--- config.mk ---
export PLATFORM = sky130hd
export DESIGN_NAME = fetch_predict_stage_flat
export DESIGN_NICKNAME = d
export VERILOG_FILES = /design/src/rtl/fetch_predict_stage_if.sv /design/src/rtl/fetch_predict_stage.sv /design/src/flat_wrapper.sv
export SDC_FILE = /design/constraint.sdc
export NUM_CORES = 2
export LEC_CHECK = 0
export CELL_PAD_IN_SITES_DETAIL_PLACEMENT = 0
export CELL_PAD_IN_SITES_GLOBAL_PLACEMENT = 2
export CORE_MARGIN = 3
export CORE_UTILIZATION = 48
export CTS_CLUSTER_DIAMETER = 30
export CTS_CLUSTER_SIZE = 40
export DETAILED_ROUTE_END_ITERATION = 10
export GPL_ROUTABILITY_DRIVEN = 0
export PLACE_DENSITY_LB_ADDON = 0.1
export SETUP_SLACK_MARGIN = 0.05
export SLEW_MARGIN = 25
export SYNTH_ARGS = -nofsm -noshare
export SYNTH_HDL_FRONTEND = slang
export SYNTH_SLANG_ARGS = --single-unit
--- constraint.sdc ---
create_clock -name CLK -period 12.4 [get_ports CLK]
set_clock_uncertainty 0.15 [all_clocks]
set_input_delay 3.72 -clock CLK [delete_from_list [all_inputs] [get_ports CLK]]
set_output_delay 3.72 -clock CLK [all_outputs]
set_load 0.01 [all_outputs]
--- src/rtl/fetch_predict_stage_if.sv ---
// Fetch-stage bus: icache read side, hazard/flush controls, BTB training port and
// the registered fetch/decode record (imemload, NPC, PC, branch_taken, pred_branch_addr).
interface fetch_predict_stage_if;
    logic         ihit;
    logic [31:0]  imemload;
    logic         iREN;
    logic [31:0]  imemaddr;
    logic         stall;
    logic         flush;
    logic [31:0]  correct_pc;
    logic         update_en;
    logic [31:0]  update_pc;
    logic [31:0]  update_target;
    logic         update_taken;
    logic         halt;
    logic [128:0] fetch_out;

    modport master (
        output ihit, imemload, stall, flush, correct_pc,
               update_en, update_pc, update_target, update_taken, halt,
        input  iREN, imemaddr, fetch_out
    );

    modport slave (
        input  ihit, imemload, stall, flush, correct_pc,
               update_en, update_pc, update_target, update_taken, halt,
        output iREN, imemaddr, fetch_out
    );
endinterface

--- src/rtl/fetch_predict_stage.sv ---
// Instruction fetch with a direct-mapped BTB of 2-bit saturating counters; owns the PC,
// predicts the next PC, and is trained by resolved branches from execute.
module fetch_predict_stage #(
    parameter int          BTB_ENTRIES = 16,
    parameter logic [31:0] PC_INIT     = 32'h0000_0000
) (
    input  logic                  CLK,
    input  logic                  nRST,
    fetch_predict_stage_if.slave  bus
);
    localparam int IDX  = $clog2(BTB_ENTRIES);
    localparam int TAGW = 30 - IDX;

    logic            ent_valid  [BTB_ENTRIES];
    logic [TAGW-1:0] ent_tag    [BTB_ENTRIES];
    logic [31:0]     ent_target [BTB_ENTRIES];
    logic [1:0]      ent_ctr    [BTB_ENTRIES];

    logic [31:0]  pc_q, pc_d;
    logic [128:0] fetch_q, fetch_d;
    logic         halted_q, halted_d;

    logic [IDX-1:0]  lk_idx, up_idx;
    logic [TAGW-1:0] lk_tag, up_tag;
    logic            lk_hit, up_hit, pred_taken;
    logic [31:0]     pred_target, pc_plus4;
    logic            unused_up_lsb;

    // Lookup and training both read the current contents, so same-index updates land next cycle.
    assign lk_idx      = pc_q[IDX+1:2];
    assign lk_tag      = pc_q[31:IDX+2];
    assign lk_hit      = ent_valid[lk_idx] && (ent_tag[lk_idx] == lk_tag);
    assign pred_taken  = lk_hit && ent_ctr[lk_idx][1];
    assign pred_target = lk_hit ? ent_target[lk_idx] : 32'h0;
    assign pc_plus4    = pc_q + 32'd4;

    assign up_idx        = bus.update_pc[IDX+1:2];
    assign up_tag        = bus.update_pc[31:IDX+2];
    assign up_hit        = ent_valid[up_idx] && (ent_tag[up_idx] == up_tag);
    assign unused_up_lsb = ^bus.update_pc[1:0];

    genvar gi;
    generate
        for (gi = 0; gi < BTB_ENTRIES; gi++) begin : g_btb
            logic            valid_q;
            logic [TAGW-1:0] tag_q;
            logic [31:0]     target_q;
            logic [1:0]      ctr_q;
            logic            sel;

            assign sel = bus.update_en && (up_idx == IDX'(gi));

            always_ff @(posedge CLK) begin
                if (!nRST) begin
                    valid_q <= 1'b0;
                    ctr_q   <= 2'b01;
                end else if (sel) begin
                    if (up_hit) begin
                        if (bus.update_taken) begin
                            if (ctr_q != 2'b11) ctr_q <= ctr_q + 2'd1;
                            target_q <= bus.update_target;
                        end else if (ctr_q != 2'b00) begin
                            ctr_q <= ctr_q - 2'd1;
                        end
                    end else if (bus.update_taken) begin
                        valid_q  <= 1'b1;
                        tag_q    <= up_tag;
                        target_q <= bus.update_target;
                        ctr_q    <= 2'b10;
                    end
                end
            end

            assign ent_valid[gi]  = valid_q;
            assign ent_tag[gi]    = tag_q;
            assign ent_target[gi] = target_q;
            assign ent_ctr[gi]    = ctr_q;
        end
    endgenerate

    // Flush outranks halt and stall; halted is sticky until reset.
    always_comb begin
        pc_d     = pc_q;
        fetch_d  = fetch_q;
        halted_d = halted_q;
        if (bus.flush) begin
            pc_d    = bus.correct_pc;
            fetch_d = '0;
        end else if (bus.halt || halted_q) begin
            halted_d = 1'b1;
        end else if (bus.stall) begin
            fetch_d = fetch_q;
        end else if (bus.ihit) begin
            fetch_d = {bus.imemload, pc_plus4, pc_q, pred_taken, pred_target};
            pc_d    = pred_taken ? pred_target : pc_plus4;
        end else begin
            fetch_d = '0;
        end
    end

    always_ff @(posedge CLK) begin
        if (!nRST) begin
            pc_q     <= PC_INIT;
            fetch_q  <= '0;
            halted_q <= 1'b0;
        end else begin
            pc_q     <= pc_d;
            fetch_q  <= fetch_d;
            halted_q <= halted_d;
        end
    end

    assign bus.iREN      = nRST && !halted_q;
    assign bus.imemaddr  = pc_q;
    assign bus.fetch_out = fetch_q;
endmodule

--- src/flat_wrapper.sv ---
// flat-port wrapper written by rule: the top's interface ports become plain ports
module fetch_predict_stage_flat 
#(
    parameter int          BTB_ENTRIES = 16,
    parameter logic [31:0] PC_INIT     = 32'h0000_0000
)
  (CLK, nRST, bus_ihit, bus_imemload, bus_stall, bus_flush, bus_correct_pc, bus_update_en, bus_update_pc, bus_update_target, bus_update_taken, bus_halt, bus_iREN, bus_imemaddr, bus_fetch_out);
  fetch_predict_stage_if bus_i ();
  input  logic CLK;
  input  logic nRST;
  input wire logic [$bits(bus_i.ihit)-1:0] bus_ihit;
  input wire logic [$bits(bus_i.imemload)-1:0] bus_imemload;
  input wire logic [$bits(bus_i.stall)-1:0] bus_stall;
  input wire logic [$bits(bus_i.flush)-1:0] bus_flush;
  input wire logic [$bits(bus_i.correct_pc)-1:0] bus_correct_pc;
  input wire logic [$bits(bus_i.update_en)-1:0] bus_update_en;
  input wire logic [$bits(bus_i.update_pc)-1:0] bus_update_pc;
  input wire logic [$bits(bus_i.update_target)-1:0] bus_update_target;
  input wire logic [$bits(bus_i.update_taken)-1:0] bus_update_taken;
  input wire logic [$bits(bus_i.halt)-1:0] bus_halt;
  output wire logic [$bits(bus_i.iREN)-1:0] bus_iREN;
  output wire logic [$bits(bus_i.imemaddr)-1:0] bus_imemaddr;
  output wire logic [$bits(bus_i.fetch_out)-1:0] bus_fetch_out;
  assign bus_i.ihit = bus_ihit;
  assign bus_i.imemload = bus_imemload;
  assign bus_i.stall = bus_stall;
  assign bus_i.flush = bus_flush;
  assign bus_i.correct_pc = bus_correct_pc;
  assign bus_i.update_en = bus_update_en;
  assign bus_i.update_pc = bus_update_pc;
  assign bus_i.update_target = bus_update_target;
  assign bus_i.update_taken = bus_update_taken;
  assign bus_i.halt = bus_halt;
  assign bus_iREN = bus_i.iREN;
  assign bus_imemaddr = bus_i.imemaddr;
  assign bus_fetch_out = bus_i.fetch_out;
  fetch_predict_stage #(.BTB_ENTRIES(BTB_ENTRIES), .PC_INIT(PC_INIT)) u_core (.CLK(CLK), .nRST(nRST), .bus(bus_i));
endmodule
==> results.cfg <==
[outcome]
status = finished, final reports clean

[power]
clkPwrFrac = 0.566
irDropWorstVdd_uv = 184
p_int_mw = 8.66
switching_power_mw = 2.57
power_per_cell_area_nw_per_um2 = 182
p_leak_nw = 20.3
switching_share = 0.229
p_seq_frac = 0.374
p_comb_frac = 0.060

[min_path]
worstHoldStart = u_core.bus.fetch_out[124]
hold_path_class = reg2reg
hold_end = u_core.bus.fetch_out[124]
holdPathStages = 2

[logic_synthesis]
synth.area.mux_share = 0.186
synthXorXnorAreaFrac = 0.0141
synth_top_family_by_area = multiplexers
synthTopCellsByArea = edfxtp_1, mux4_2, dfxtp_1
synth-async-reset-ratio = 0
synth_fa_ha_area_frac = 0.000255
synth-seq-area-share = 0.653
synthFlopType = edfxtp_1
synth_nets = 3163
synth_area_sq_um = 49100
yosys_warnings = 0
synth_edf_count = 928
syn_area_per_cell_sq_um = 16.2
netlist_instances = 3026
synth_top_area_frac = 0.568
netlist-cell-type-count = 80
synth-compound-area-share = 0.0644
yosysTopAreaCell = edfxtp_1
ys_ff_latch = 1136
synthSimpleGateAreaFrac = 0.0588

[clock_network]
cts_tree = built
ctsResizeCount = 0
cts.path.max_buffers = 3
cts_root_buf = clkbuf_16
cts_hold_buf = 0
clk_pin_slew_ns = 0.04
post_cts_buffers = 0
cts.sinks = 1136
cts_buffers = 232
htree_num_levels = 4
clock_latency_ns = 0.81

[grt]
grt_overflow_total = 0
grt_pass1_wl_um = 222000
grt_max_degree = 98
grt_pass1_vias = 31600
antenna_found_initial = 14
track_usage = 0.288

[sta]
setup_tns_ns = 0
finalSetupViolations = 0
fmaxAchievable_mhz = 115
max_slew_margin = 0.267
min_period_ns = 8.69
hold_viol = 0
postLayoutSetupSlackWorst_ns = 3.71
slew_violations = 0
worst_pin_slew_ns = 1.10
finalCritPeriodShare = 0.700
rsz0062_at_grt = no

[worst_setup_path]
critPathLaunchType = input pin
crit_path_end_kind = primary output
r2r-end = u_core.bus.imemaddr[5]
critPathKind = in2out
r2r_setup_slack_ns = 6.29
arrival_ns = 4.82
critPathMaxFanout = 5
r2r_start = u_core.bus.imemaddr[3]
reg2reg_depth = 13
worst_ep_required_time_ns = 8.53

[detailed_routing]
route.detailed.drc = 0
final_antenna_net_count = 0
wl_per_cell_um = 30.8
drt-vias-per-instance = 6.19
dr.pass1.iters = 6
drt_iter0_drc = 3394
routed_wirelength_um = 153000
dr_total_vias = 30900

[floorplanning]
rows = 116
die_h_um = 326
die_w_um = 326
core_sq_um = 101000
start_util = 0.487
ioPinCount = 298
die_area_sq_um = 106000

[finish]
fillers = 7383
drive_above_1_share = 0.249
fin_nets = 3547
syn_to_final_growth_pct = 25.9
final_area_sq_um = 61800

[placement]
dpl_cell_area_sq_um = 53500
dpl.hpwl_um = 90800
port_buffers = 295
dp_slack_ns = 3.27

[job]
cap_violations = 0
-- cell usage after synthesis, types with 7 or more instances --
cell	n
a211oi_1	9
a21o_1	17
a21oi_1	103
a221o_1	17
a221oi_1	9
a22o_1	38
a22oi_1	41
a31oi_1	11
and2_1	7
and3_1	13
buf_1	20
buf_2	61
buf_4	24
buf_6	7
clkbuf_1	115
dfxtp_1	208
edfxtp_1	928
inv_1	23
mux2_2	16
mux2i_1	122
mux4_2	343
nand2_1	270
nand2b_1	23
nand3_1	102
nand4_1	33
nor2_1	89
nor2b_1	22
nor3_1	28
o211ai_1	12
o21a_1	16
o21ai_0	88
o22ai_1	8
o311a_1	16
o311ai_1	12
o31ai_1	8
xnor2_1	50
xor2_1	29
-- critical path: stages --
cell and delay, ns:
buf_2 0.13, clkinv_1 0.24, nor2_1 0.17, clkdlybuf4s50_1 0.56
-- through the flow --
| step | std cells | hold slack (ns) | total power, mW | util |
|---|---|---|---|---|
| final | 4988 | 0.298 | 11.2 | 0.614 |
| after global routing | 4984 | 0.318 | 11.6 | 0.613 |
| after CTS | 4975 | 0.299 | 11.3 | 0.613 |
| after detailed placement | 4532 | 0.294 | 4.95 | 0.531 |
| after global placement | 4531 | 0.289 | 4.93 | 0.531 |
| after floorplan | 3026 | 0.288 | 4.66 | - |
-- cell families after synthesis --
| family | count (synthesis) |
|---|---|
| xor+xnor | 79 |
| compound gates | 456 |
| flops | 1136 |
| fa+ha+maj | 1 |
| simple gates | 619 |
| buf+inv | 254 |
| mux | 481 |
-- routing by layer --
metal | track usage | vias up | wire length (um)
li1 | - | 13100 | -
met2 | 0.477 | 1454 | 77000
met1 | 0.382 | 16100 | 60500
met3 | 0.0503 | 260 | 10800
met4 | 0.114 | 0 | 5220
met5 | 0 | - | 0
-- sequential cells by signal, summed over array words and instances, names as in the netlist --
name,flops
u_core.halted_q,1
u_core.g_btb.target_q,512
u_core.g_btb.ctr_q,32
u_core.bus.imemaddr,32
u_core.g_btb.valid_q,16
u_core.bus.fetch_out,127
u_core.g_btb.tag_q,416
-- cell usage in the layout (no fill, tap or decap), types with 11 or more instances in the layout --
cell type and count:
o311ai_1 12, mux2i_1 122, clkinvlp_4 35, o211ai_1 12, a21oi_1 103, mux4_2 343
inv_1 22, clkinv_4 25, nor3_1 11, a221o_1 17, and3_1 13, nor2b_1 22
xnor2_1 50, o21ai_0 88, nand2b_1 23, a21o_1 17, mux2_2 16, clkdlybuf4s50_1 288
diode_2 12, o21a_1 16, nand3_1 102, nor2_4 17, clkbuf_1 24, nor3_2 17
a22o_1 38, a22oi_1 41, clkinv_2 32, edfxtp_1 928, clkbuf_16 234, buf_4 80
o311a_1 16, xor2_1 29, nand2_1 269, clkinv_1 22, nor2_1 71, inv_6 24
dfxtp_1 204, a31oi_1 11, nand4_1 33, bufinv_16 34
-- power by group through the flow --
stage                     sequential (mW)  combinational, mW  clock (mW)
final                                4.21              0.672        6.36
after global routing                 4.20              0.712        6.65
after CTS                            4.20              0.673        6.44
after detailed placement             4.28              0.670           0
after global placement               4.27              0.659           0
after floorplan                      4.25              0.405           0
-- layout make-up --
class,count,area [sq um],share of cell area
flip-flops and latches,1136,32000,0.519
multi-input cells,1636,16100,0.261
clock buffers,263,6010,0.0973
repair buffers,377,3590,0.0580
clock inverters,180,2200,0.0356
well taps,1357,1700,0.0275
inverters,27,103,0.00166
diodes,12,30.0,0.000486
-- how the worst max path moves through the flow --
stage / end / start / depth (start not counted) / slack [ns]
after floorplan: u_core.g_btb[12].tag_q[0] / bus_update_pc[3] / 12 / 3.91
after global placement: u_core.g_btb[11].valid_q / bus_update_pc[2] / 14 / 3.31
after detailed placement: u_core.g_btb[11].valid_q / bus_update_pc[2] / 14 / 3.27
after CTS: bus_iREN / nRST / 4 / 3.70
after global routing: bus_iREN / nRST / 4 / 3.65
final: bus_iREN / nRST / 4 / 3.71
Power figures use the tool's default switching activity.
